`src/rtl/usb_pkg.sv`:
```
// Shared USB device definitions: handshake codes, descriptor ROM offsets,
// the EP0 packet-size default and the EP0 IN data-stage state encoding.
package usb_pkg;

  // Default EP0 max packet size in bytes (power of two, 8..64).
  localparam int EP0_MAX_PKT = 8;

  // Handshake codes exchanged with the usb core.
  typedef enum logic [1:0] {
    hs_ack   = 2'b00,
    hs_none  = 2'b01,
    hs_nak   = 2'b10,
    hs_stall = 2'b11
  } usb_hs_t;

  // Descriptor ROM layout shared with the setup decoder.
  localparam logic [7:0] DESC_DEVICE_OFS  = 8'd0;
  localparam logic [7:0] DESC_DEVICE_LEN  = 8'd18;
  localparam logic [7:0] DESC_CONFIG_OFS  = 8'd18;
  localparam logic [7:0] DESC_CONFIG_LEN  = 8'd25;
  localparam logic [7:0] DESC_STRING0_OFS = 8'd43;
  localparam logic [7:0] DESC_STRING0_LEN = 8'd4;
  localparam logic [7:0] DESC_STATUS_OFS  = 8'd47;
  localparam logic [7:0] DESC_STATUS_LEN  = 8'd2;

  // EP0 IN data-stage states.
  typedef enum logic [2:0] {
    st_idle     = 3'd0,
    st_armed    = 3'd1,
    st_load     = 3'd2,
    st_send     = 3'd3,
    st_wait_ack = 3'd4
  } ep0_state_t;

endpackage

```
`src/rtl/usb_ep0_in_streamer.sv`:
```
// EP0 IN data-stage engine: streams a descriptor from the external ROM to
// the usb core in max-packet chunks, handles DATA0/DATA1 toggling, resends
// un-ACKed packets and appends a zero-length packet when the host asked
// for more than the descriptor holds and it ends on a packet boundary.
module usb_ep0_in_streamer
  import usb_pkg::*;
#(
  parameter int MAX_PKT = EP0_MAX_PKT,
  parameter int ADDR_W  = 8
) (
  input  logic              clk,
  input  logic              rst,
  input  logic              start,
  input  logic              abort,
  input  logic [ADDR_W-1:0] start_addr,
  input  logic [7:0]        req_len,
  input  logic [7:0]        desc_len,
  output logic [ADDR_W-1:0] rom_addr,
  input  logic [7:0]        rom_data,
  input  logic              transaction_active,
  input  logic              direction_in,
  input  logic              data_strobe,
  input  logic              success,
  output logic [7:0]        data_in,
  output logic              data_in_valid,
  output logic              data_toggle,
  output logic              busy,
  output logic              done
);

  localparam logic [7:0]        max_pkt_c  = 8'(MAX_PKT);
  localparam logic [7:0]        pkt_mask_c = 8'(MAX_PKT - 1);
  localparam logic [ADDR_W-1:0] addr_one_c = ADDR_W'(1);

  ep0_state_t        state_r;
  logic [ADDR_W-1:0] base_r;
  logic [7:0]        total_r;
  logic [7:0]        sent_r;
  logic [7:0]        pkt_len_r;
  logic [7:0]        idx_r;
  logic              zlp_r;       // a ZLP is still owed after the data
  logic              zlp_pkt_r;   // the packet in flight is the ZLP
  logic              pend_r;      // ROM still fetching the next byte
  logic              ta_prev_r;
  logic              success_seen_r;

  logic              ta_rise_s;
  logic              ta_fall_s;
  logic [7:0]        start_total_s;
  logic              start_zlp_s;
  logic [7:0]        remain_s;
  logic [7:0]        next_len_s;
  logic              acked_s;
  logic [7:0]        sent_acked_s;
  logic              finish_s;

  // Edge detection, start-parameter math and end-of-transaction decision.
  always_comb begin
    ta_rise_s     = transaction_active & ~ta_prev_r;
    ta_fall_s     = ~transaction_active & ta_prev_r;
    start_total_s = desc_len;
    next_len_s    = max_pkt_c;
    if (req_len < desc_len) begin
      start_total_s = req_len;
    end else begin
      start_total_s = desc_len;
    end
    start_zlp_s = (start_total_s < req_len) &&
                  ((start_total_s & pkt_mask_c) == 8'd0) &&
                  (start_total_s != 8'd0);
    remain_s = total_r - sent_r;
    if (remain_s == 8'd0) begin
      next_len_s = 8'd0;
    end else if (remain_s < max_pkt_c) begin
      next_len_s = remain_s;
    end else begin
      next_len_s = max_pkt_c;
    end
    acked_s      = success_seen_r | success;
    sent_acked_s = sent_r + pkt_len_r;
    finish_s     = acked_s && (sent_acked_s == total_r) && !(zlp_r && !zlp_pkt_r);
  end

  // Track transaction_active history and whether the host ACKed this transaction.
  always_ff @(posedge clk) begin
    if (!rst) begin
      ta_prev_r      <= 1'b0;
      success_seen_r <= 1'b0;
    end else if (abort) begin
      ta_prev_r      <= transaction_active;
      success_seen_r <= 1'b0;
    end else begin
      ta_prev_r <= transaction_active;
      if (ta_rise_s) begin
        success_seen_r <= success;
      end else if (transaction_active && success) begin
        success_seen_r <= 1'b1;
      end else begin
        success_seen_r <= success_seen_r;
      end
    end
  end

  // Data-stage state machine with registered outputs.
  always_ff @(posedge clk) begin
    if (!rst || abort) begin
      state_r       <= st_idle;
      rom_addr      <= '0;
      data_in       <= 8'd0;
      data_in_valid <= 1'b0;
      data_toggle   <= 1'b1;
      busy          <= 1'b0;
      done          <= 1'b0;
      base_r        <= '0;
      total_r       <= 8'd0;
      sent_r        <= 8'd0;
      pkt_len_r     <= 8'd0;
      idx_r         <= 8'd0;
      zlp_r         <= 1'b0;
      zlp_pkt_r     <= 1'b0;
      pend_r        <= 1'b0;
    end else begin
      done <= 1'b0;
      if (start) begin
        total_r       <= start_total_s;
        zlp_r         <= start_zlp_s;
        base_r        <= start_addr;
        sent_r        <= 8'd0;
        data_toggle   <= 1'b1;
        data_in_valid <= 1'b0;
        idx_r         <= 8'd0;
        pend_r        <= 1'b0;
        if (start_total_s == 8'd0) begin
          done    <= 1'b1;
          busy    <= 1'b0;
          state_r <= st_idle;
        end else begin
          busy    <= 1'b1;
          state_r <= st_armed;
        end
      end else begin
        case (state_r)
          st_idle: begin
            state_r <= st_idle;
          end
          st_armed: begin
            if (ta_rise_s && direction_in) begin
              pkt_len_r <= next_len_s;
              zlp_pkt_r <= (sent_r == total_r);
              rom_addr  <= base_r + ADDR_W'(sent_r);
              idx_r     <= 8'd0;
              pend_r    <= 1'b0;
              state_r   <= st_load;
            end else if (ta_rise_s) begin
              // OUT token here is the status stage: the host is finished.
              busy    <= 1'b0;
              state_r <= st_idle;
            end else begin
              state_r <= st_armed;
            end
          end
          st_load: begin
            if (ta_fall_s) begin
              state_r <= st_armed;
            end else begin
              state_r <= st_send;
            end
          end
          st_send: begin
            if (ta_fall_s) begin
              // Transaction ended early: resend the same packet.
              data_in_valid <= 1'b0;
              state_r       <= st_armed;
            end else if (idx_r == pkt_len_r) begin
              data_in_valid <= 1'b0;
              state_r       <= st_wait_ack;
            end else if (data_strobe && data_in_valid) begin
              idx_r         <= idx_r + 8'd1;
              rom_addr      <= rom_addr + addr_one_c;
              data_in_valid <= 1'b0;
              pend_r        <= 1'b1;
            end else if (pend_r) begin
              pend_r <= 1'b0;
            end else begin
              data_in       <= rom_data;
              data_in_valid <= 1'b1;
            end
          end
          st_wait_ack: begin
            if (ta_fall_s) begin
              if (acked_s) begin
                sent_r      <= sent_acked_s;
                data_toggle <= ~data_toggle;
                if (zlp_pkt_r) begin
                  zlp_r <= 1'b0;
                end else begin
                  zlp_r <= zlp_r;
                end
              end else begin
                sent_r <= sent_r;
              end
              if (finish_s) begin
                done    <= 1'b1;
                busy    <= 1'b0;
                state_r <= st_idle;
              end else begin
                state_r <= st_armed;
              end
            end else begin
              state_r <= st_wait_ack;
            end
          end
          default: begin
            data_in_valid <= 1'b0;
            busy          <= 1'b0;
            state_r       <= st_idle;
          end
        endcase
      end
    end
  end

endmodule

```
`config.mk`:
```
export PLATFORM = sky130hd
export DESIGN_NAME = usb_ep0_in_streamer
export DESIGN_NICKNAME = d
export VERILOG_FILES = /design/src/rtl/usb_pkg.sv /design/src/rtl/usb_ep0_in_streamer.sv
export SDC_FILE = /design/constraint.sdc
export NUM_CORES = 1
export LEC_CHECK = 0
export ABC_AREA = 1
export ABC_CLOCK_PERIOD_IN_PS = 4460
export CORE_MARGIN = 3
export CORE_UTILIZATION = 55
export CTS_BUF_LIST = sky130_fd_sc_hd__clkbuf_8
export DETAILED_ROUTE_END_ITERATION = 12
export PLACE_DENSITY = 0.92
export RECOVER_POWER = 50
export SYNTH_ARGS = -nofsm -noshare
export SYNTH_HDL_FRONTEND = slang
export SYNTH_SLANG_ARGS = --single-unit
```
`constraint.sdc`:
```
create_clock -name clk -period 4.46 [get_ports clk]
set_input_delay 0.446 -clock clk [delete_from_list [all_inputs] [get_ports clk]]
set_output_delay 0.446 -clock clk [all_outputs]
set_load 0.1 [all_outputs]
```
== After elaboration in Yosys (flattened, before gate mapping) ==
Cells that the tools add are included.
Cells by class
  $add $sub $neg: 5
  order comparisons: 3
  eq/ne operators: 18
  multiplexer cells: 52
  bitwise logic cells: 13
  reduce and logical (&&, ||, !) cells: 36
Operator list (count)
  $mux W8: 11
  $pmux W8 S2: 2
  $mux W1: 29
  $eq A8 B8 Y1: 3
  $logic_not A8 Y1: 3
  $add A8 B1 Y8 const B: 2
  $add A8 B8 Y8: 2
  $lt A8 B8 Y1: 2
  $mux W3: 4
  $ne A3 B3 Y1 const B: 4
  $pmux W3 S4: 1
  $reduce_and A6 Y1: 2
  $reduce_bool A2 Y1: 6
  $not A1 Y1: 10
  $reduce_and A5 Y1: 2
  $logic_and A1 B1 Y1: 8
  $lt A8 B4 Y1 const B: 1
  $ne A2 B2 Y1 const B: 4
  $reduce_and A4 Y1: 2
  $reduce_bool A8 Y1: 1
  $sub A8 B8 Y8: 1
  $eq A3 B2 Y1 const B: 2
  $reduce_and A3 Y1: 2
  $ne A5 B5 Y1 const B: 1
  other kinds (16): 22
Word-level totals
  flip-flop bits (word level): 68
  input port bits: 40
  output and inout port bits: 20
  logic and storage cells: 144

== Depth between registers and ports, before layout ==
Gate-level depths: netlist of the first run.
  depth in word-level cells: 8
  gate-level depth with buffers: 19
  depth with buffers taken out: 19

== Worst setup path before layout of the first run ==
OpenSTA, ideal clock, no wires.
  path kind: input port to flip-flop
  start point: input port desc_len[7]
  end point: register zlp_r
  data arrival time: 2.318 ns
  required time: 4.395 ns
  setup slack: 2.077 ns
  stages on the path: 17
  buffers on the path: 1
  cell sequence: inv_1 > ha_1 > nand2_1 > o21a_1 > buf_2 > nand2_2 > nand2_1 > nand2_1 > inv_1 > ha_1 > a21oi_1 > o211ai_1 > nor2_1 > nand3_1 > nor2_1 > nor2_1 > nor2_1
On the way
  longest elaborated chain between the ends: 6
  elaborated cells between the ends (all ways): 8
Ends and longest elaborated chain
  start: declaration: line usb_ep0_in_streamer.sv:17  | input logic [7:0] desc_len,
  $lt A8 B8 Y1: line usb_ep0_in_streamer.sv:63  | if (req_len < desc_len) begin
  $mux W8 (*): line usb_ep0_in_streamer.sv:63
  named net start_total_s[7]: line usb_ep0_in_streamer.sv:49  | logic [7:0] start_total_s;
  $lt A8 B8 Y1: line usb_ep0_in_streamer.sv:68  | start_zlp_s = (start_total_s < req_len) &&
  $logic_and A1 B1 Y1: line usb_ep0_in_streamer.sv:68
  $logic_and A1 B1 Y1 (*): line usb_ep0_in_streamer.sv:69  | ((start_total_s & pkt_mask_c) == 8'd0) &&
  $mux W1 (*): line usb_ep0_in_streamer.sv:124  | if (start) begin
  end signal: assignment: line usb_ep0_in_streamer.sv:126  | zlp_r <= start_zlp_s;
  end signal: assignment: line usb_ep0_in_streamer.sv:197  | zlp_r <= zlp_r;
  end: declaration: line usb_ep0_in_streamer.sv:41  | logic zlp_r;
Mark *: on every way through the listed nets, which the timed path passes. The rest lies on a longest branch.
A chain may end at the register's enable or synchronous reset.

== Worst setup path in the final report of the first run ==
  start point: input port rst
  end point: register idx_r[2]
On the way
  longest elaborated chain between the ends: 3
Ends and longest elaborated chain
  start: declaration: line usb_ep0_in_streamer.sv:12  | input logic rst,
  $logic_not A1 Y1: line usb_ep0_in_streamer.sv:106  | if (!rst || abort) begin
  $logic_or A1 B1 Y1: line usb_ep0_in_streamer.sv:106
  $reduce_or A2 Y1 (no source line)
  end signal: assignment: line usb_ep0_in_streamer.sv:178  | idx_r <= idx_r + 8'd1;
  end: declaration: line usb_ep0_in_streamer.sv:40  | logic [7:0] idx_r;
No other way between the ends.

==> results of run 1 <==
critical path, delay by kind of cell:
| kind | cells | cell delay (ns) |
|---|---|---|
| buffers and inverters | 6 | 2.51 |
| and+or+nand+nor | 4 | 0.67 |
| AOI/OAI and AO/OA | 1 | 0.13 |
per-layer routing:
| metal | part of all wire | up-vias | GRT usage | wire [um] |
|---|---|---|---|---|
| li1 | - | 2285 | - | - |
| met1 | 0.41 | 2131 | 0.3056 | 4983 |
| met2 | 0.49 | 196 | 0.4496 | 5966 |
| met3 | 0.065 | 37 | 0.05312 | 786 |
| met4 | 0.030 | 0 | 0.1112 | 365 |
| met5 | 0 | - | 0 | 0 |
cell families (layout without fill, tap and decap cells):
group / after synthesis / count (layout) / synth area share
AOI/OAI and AO/OA: 129 / 129 / 0.1573
and+or+nand+nor: 283 / 283 / 0.2788
adders and majority gates: 40 / 40 / 0.1146
DFF: 68 / 68 / 0.2982
buffers and inverters: 115 / 179 / 0.09731
xor gates and xnor gates: 28 / 28 / 0.05373
layout make-up:
class / count / area, um2 / area share
well taps: 102 / 127.6 / 0.02355
repair buffers: 62 / 601.8 / 0.1110
flip-flops and latches: 68 / 1361 / 0.2512
inverters: 101 / 380.4 / 0.07018
clock buffers: 10 / 137.6 / 0.02539
multi-input cells: 480 / 2731 / 0.5039
clock inverters: 6 / 80.08 / 0.01477
power by group through the flow:
stage / Sequential [mW] / Combinational [mW] / Clock, mW
after floorplan: 0.638 / 0.128 / 0
after global placement: 0.636 / 0.195 / 0
after detailed placement: 0.637 / 0.204 / 0
after CTS: 0.623 / 0.205 / 0.556
after global routing: 0.623 / 0.228 / 0.587
final: 0.623 / 0.204 / 0.554
synth_stat cells, types with 12 or more instances:
library cell	number
dfxtp_1	68
nand3_1	36
inv_2	12
o21ai_0	33
nand2_1	146
nand4_1	12
ha_1	37
a21oi_1	63
xnor2_1	18
inv_1	88
nor2_1	52
final timing paths:
check	startpoint	to	slack [ns]	cells after the start
setup / recovery	rst	idx_r[2]	0.99	11
hold reg to reg	data_in[6]	data_in[6]	0.45	2
hold / removal	data_in[6]	data_in[6]	0.45	2
setup reg to reg	sent_r[0]	state_r[0]	1.87	13
registers in the layout (all words and copies together), names as in the netlist, 3 cells and up:
signal	flops
base_r	8
data_in	8
idx_r	8
pkt_len_r	8
rom_addr	8
sent_r	8
total_r	8
state_r	3
stage by stage:
stage	hold WS, ns	power, mW	utilization
after floorplan	0.4342	0.7659	-
after detailed placement	0.4434	0.8402	0.6645
after global routing	0.4805	1.438	0.6872
final	0.4510	1.381	0.6872
after global placement	0.4303	0.8308	0.6645
after CTS	0.4540	1.384	0.6921
==> summary.md, run 1 <==
| Metric | Value |
|---|---|
| Switching share of power | `0.2553` |
| First-pass GRT wire length | `20.33 mm` |
| Logic gate share of total power | `0.148` |
| Final hold vios | `0` |
| Overall routed net length | `12.10 mm` |
| Routed via count | `approximately 4600` |
| LEAKAGE | `approximately 2.4 nW` |
| Mapped Area | `about 4600 um2` |
| Post-synth EDFFs | `0` |
| Critical path's slowest cell | `clkbuf_1` |
| Clk_lat worst skew | `0.35 ns` |
| Max cap viols | `0` |
| CP dominant cell by count | `nor2_1` |
| Critical path's largest stage delay | `roughly 0.85 ns` |
| Iter 0 DRT Violations | `about 320` |
| Syn Area/Cell | `6.884 um2` |
| Yosys warns | `0` |
| CTS tree | `done` |
| CP max FO | `26` |
| Maximum clock insertion buffer count | `2` |
| Most common cell after layout, fill and taps aside | `nand2_1` |
| Critical path cell sequence | `clkdlybuf4s50_1, inv_1, nor2_1, clkbuf_1, inv_1, nor2_1, clkbuf_1, inv_1, nor2_1, o21ai_0, nor2_1` |
| Clock Power Share | `0.401` |
| Gr usage total | `0.2578` |
| Sw Pwr | `0.3525 mW` |
| Root Driver | `clkbuf_8` |
| CTS buffer count | `9` |
| Die Area | `9428 um2` |
| Crit. End Element | `flip-flop` |
| Area after DPL | `5241 um2` |
| Clk pin slew, worst setup/hold paths | `about 0.07 ns` |
| DRC Markers | `0` |
| CORE AREA | `7888 um2` |
| Power per cell area | `254.7 nW/um2` |
| P_int | `1.028 mW` |
| Top cells by area, synth | `dfxtp_1, nand2_1, ha_1, inv_1, a21oi_1` |
| Mapped Nets | `743` |
| Ant diodes | `0` |
| Critical Path AT | `3.76 ns` |
| Worst Skew | `about 0.014 ns` |
| Tmin final | `3.472 ns` |
| Nets | `~800` |
| Hold_buf cts | `0` |
| Measured slew at the worst slew-check pin | `roughly 1.1 ns` |
| Final ANT Viol Nets | `0` |
| WP data required | `approximately 4.7 ns` |
| I/O Buffers | `59` |
| DR pass1 iterations | `5` |
| Worst setup margin | `between 0.9 and 1 ns` |
| Most frequent cells in the layout | `nand2_1, inv_1, dfxtp_1, a21oi_1, clkdlybuf4s50_1` |
| Placer Congestion | `just over 1` |
| H-tree levels | `3` |
| Die Y | `97.10 um` |
| Cells after Synth | `663` |
| Chip Width | `97.10 um` |
| Crit share post-route | `0.7786` |
| Share of cells above drive strength 1 | `0.06327` |
| # rows | `32` |
| Total gr overflow | `0` |
| Initial Utilization | `0.5787` |
| Vias per std cell | `~5.6` |
| Vias in the first global route | `around 4500` |
| Ys async rst share | `0` |
| Post-cts repair resize count | `0` |
| Min-Delay Path Class | `flip-flop to flip-flop` |
| Initial antenna violation count | `0` |
| FILL cells | `around 630` |
| Primary FF master, synth | `dfxtp_1` |
| Yosys top cell by area | `dfxtp_1` |
| Seq pwr share | `0.451` |
| Outcome | `finished clean` |
| Worst Setup Start Kind | `primary input` |
| Area grow syn2layout | `18.75%` |
| Max Slew Vio Count | `0` |
| #FFs+latches synth | `68` |
| Finished Layout Cells | `829` |
| Count of cell types in the netlist | `42` |
| Pre-CTS WS | `between 1 and 1.5 ns` |
| Placed Cells | `just over 800` |
| Yosys top cell area share | `0.2982` |
| Io pins | `60` |
| Total clock sinks | `68` |
| Max Fclk | `288.0 MHz` |
| Setup TNS Final | `0 ns` |
| Mean routed wirelength per cell | `14.60 um` |
| Detail Placement HPWL | `9.422 mm` |
| Unrepaired setup endpoints after global routing | `false` |
| Maximum VDD drop | `0.0001626 V` |
| Slew HR | `0.2484` |
| WS Path Type | `primary input to flip-flop` |
| Register area share after synthesis | `0.2982` |
| Setup Viol. Count Final | `0` |
| Post CTS Setup Buffer Count | `0` |
| Largest net degree at the start of global routing | `27` |
| Final design area excluding fillers | `5420 um2` |
Power figures use the tool's default switching activity.
==> run 2: changes to the inputs <==
Settings changed: ABC_CLOCK_PERIOD_IN_PS 4460 to 3300.
Clock period 4.46 ns to 3.3 ns, I/O delays scaled along.
==> summary.md, run 2 (synthesized netlist as in run 1, its figures left out) <==
| Metric | Value |
|---|---|
| Critical path cell sequence | `clkdlybuf4s50_1, inv_1, ha_1, a21oi_1, o21a_1, nand2_1, nand2_1, nand2_1, inv_1, ha_1, a21oi_1, o211ai_1, nor2_1, nand3_1, nor2_1, nor2_1, nor2_1` |
| Top delay family on crit path | `simple AND/OR/NAND/NOR gates` |
| Total clock sinks | `68 (unchanged)` |
| CTS buffer count | `9 (unchanged)` |
| Routed via count | `4579 (-1.5%)` |
| Clk_lat worst skew | `0.35 ns (about the same)` |
| CORE AREA | `7888 um2 (unchanged)` |
| Logic gate share of total power | `0.156 (+0.008)` |
| CP max FO | `9 (-65%)` |
| Share of cells above drive strength 1 | `0.05777 (-0.005502)` |
| Max Slew Vio Count | `0 (unchanged)` |
| Maximum VDD drop | `0.0002378 V (+46%)` |
| WP data required | `3.58 ns (-1.16 ns)` |
| Met3 Track Usage GR | `0.04307 (-0.01005)` |
| Clock Power Share | `0.373 (-0.028)` |
| Slew HR | `0.3441 (+0.09569)` |
| Iter 0 DRT Violations | `281 (-12%)` |
| CP dominant cell by count | `nor2_1` |
| Final design area excluding fillers | `5376 um2 (-0.81%)` |
| Sw Pwr | `0.4928 mW (+40%)` |
| DRC Markers | `0 (unchanged)` |
| Measured slew at the worst slew-check pin | `0.9808 ns (-0.1466 ns)` |
| LEAKAGE | `2.414 nW (-0.29%)` |
| I/O Buffers | `59 (unchanged)` |
| Crit share post-route | `0.8519` |
| Worst Skew | `0.008849 ns (-0.005581 ns)` |
| Critical path's slowest cell | `clkdlybuf4s50_1` |
| Maximum clock insertion buffer count | `2 (unchanged)` |
| Crit path buf inv count | `3 (-3)` |
| Overall routed net length | `12.05 mm (-0.43%)` |
| Busiest grt layer | `met2` |
| Outcome | `finished clean` |
| Post-cts repair resize count | `0 (unchanged)` |
| Unrepaired setup endpoints after global routing | `false` |
| M2 GR Usage | `0.4512 (+0.001592)` |
| Total gr overflow | `0 (unchanged)` |
| H-tree levels | `3 (unchanged)` |
| Post CTS Setup Buffer Count | `0 (unchanged)` |
| Most common cell after layout, fill and taps aside | `nand2_1` |
| Ant diodes | `0 (unchanged)` |
| Initial Utilization | `0.5787 (unchanged)` |
| Detail Placement HPWL | `9.487 mm (+0.69%)` |
| P_int | `1.289 mW (+25%)` |
| Switching share of power | `0.2765 (+0.02121)` |
| M1 GR Usage | `0.2985 (-0.007028)` |
| Die Area | `9428 um2 (unchanged)` |
| Most frequent cells in the layout | `nand2_1, inv_1, dfxtp_1, a21oi_1, nor2_1` |
| Setup TNS Final | `0 ns (unchanged)` |
| Power per cell area | `331.4 nW/um2 (+30%)` |
| Placer Congestion | `0.9361 (-7.0%)` |
| Min-Delay Path Class | `flip-flop to flip-flop` |
| Chip Width | `97.10 um (unchanged)` |
| Vias per std cell | `5.524 (-1.5%)` |
| Max Fclk | `355.7 MHz` |
| Nets | `802 (unchanged)` |
| Root Driver | `clkbuf_8` |
| Io pins | `60 (unchanged)` |
| Gr usage total | `0.2552 (-0.002614)` |
| Final ANT Viol Nets | `0 (unchanged)` |
| Vias in the first global route | `4351 (-3.6%)` |
| Area grow syn2layout | `17.79%` |
| Hold_buf cts | `0 (unchanged)` |
| Worst Setup Start Kind | `primary input` |
| Initial antenna violation count | `0 (unchanged)` |
| Seq pwr share | `0.472 (+0.021)` |
| Area after DPL | `5241 um2 (unchanged)` |
| Tmin final | `2.811 ns` |
| Max cap viols | `0 (unchanged)` |
| Clk pin slew, worst setup/hold paths | `0.07 ns (about the same)` |
| CTS tree | `done` |
| DR pass1 iterations | `5 (unchanged)` |
| Die Y | `97.10 um (unchanged)` |
| # rows | `32 (unchanged)` |
| Critical Path AT | `3.09 ns (-0.67 ns)` |
| Largest net degree at the start of global routing | `26 (-3.7%)` |
| Final hold vios | `0 (unchanged)` |
| WS Path Type | `primary input to flip-flop` |
| First-pass GRT wire length | `19.84 mm (-2.4%)` |
| Crit. End Element | `flip-flop` |
| Mean routed wirelength per cell | `14.53 um (-0.43%)` |
| Critical path's largest stage delay | `0.46 ns (-0.39 ns)` |
| Setup Viol. Count Final | `0 (unchanged)` |
run 2: cell count changes in the layout (fill, tap and decap cells not counted), moves of 2 or more:
cell      before  now
buf_4          0    2
clkbuf_1       3    1
inv_1         91   94
inv_2         10    8
nand2_1      146  148
run 2: path summary, 6_finish.rpt:
check	from	end	slack, ns	cells past startpoint
setup reg to reg	state_r[0]	idx_r[4]	0.53	10
hold / removal	data_in[7]	data_in[7]	0.45	2
setup / recovery	desc_len[7]	zlp_r	0.49	17
hold reg to reg	data_in[7]	data_in[7]	0.45	2
run 2: worst register-to-register path, stage by stage (launching register included):
cell and delay [ns]:
dfxtp_1 0.36, nand3_1 0.53, inv_1 0.33, a22oi_1 0.27, nand2_1 0.09, a21oi_1 0.33, nand2_1 0.29, nor2_1 0.25
nand3_1 0.09, nand2_1 0.08, a21oi_1 0.04
run 2: final cells by class:
type / instances / area, um2
clock buffers: 9 / 123.9
clock inverters: 7 / 61.31
fillers: 668 / 2511
inverters: 101 / 380.4
multi-input cells: 480 / 2713
flip-flops and latches: 68 / 1361
well taps: 102 / 127.6
repair buffers: 62 / 609.3
run 2: per-layer routing:
metal	up-vias	share of wire
met2	190	0.49
met5	-	0
li1	2287	-
met4	0	0.030
met3	31	0.063
met1	2071	0.41
run 2: power groups by stage:
stage	Clock, mW	Combinational [mW]	Sequential (mW)
after detailed placement	0	0.277	0.860
after global routing	0.703	0.309	0.841
after floorplan	0	0.173	0.862
after global placement	0	0.263	0.860
after CTS	0.669	0.280	0.841
final	0.664	0.277	0.841
run 2: metrics by stage:
step	setup slack (ns)	power (mW)	std cells	utilization	hold slack, ns
3_5_place_dp	0.2405	1.137	813	0.6645	0.4417
3_3_place_gp	0.4113	1.123	813	0.6645	0.4296
6_report	0.4888	1.782	829	0.6816	0.4477
4_1_cts	0.5899	1.790	829	0.6880	0.4517
2_1_floorplan	1.033	1.035	663	-	0.4235
5_1_grt	0.1657	1.854	829	0.6816	0.4753
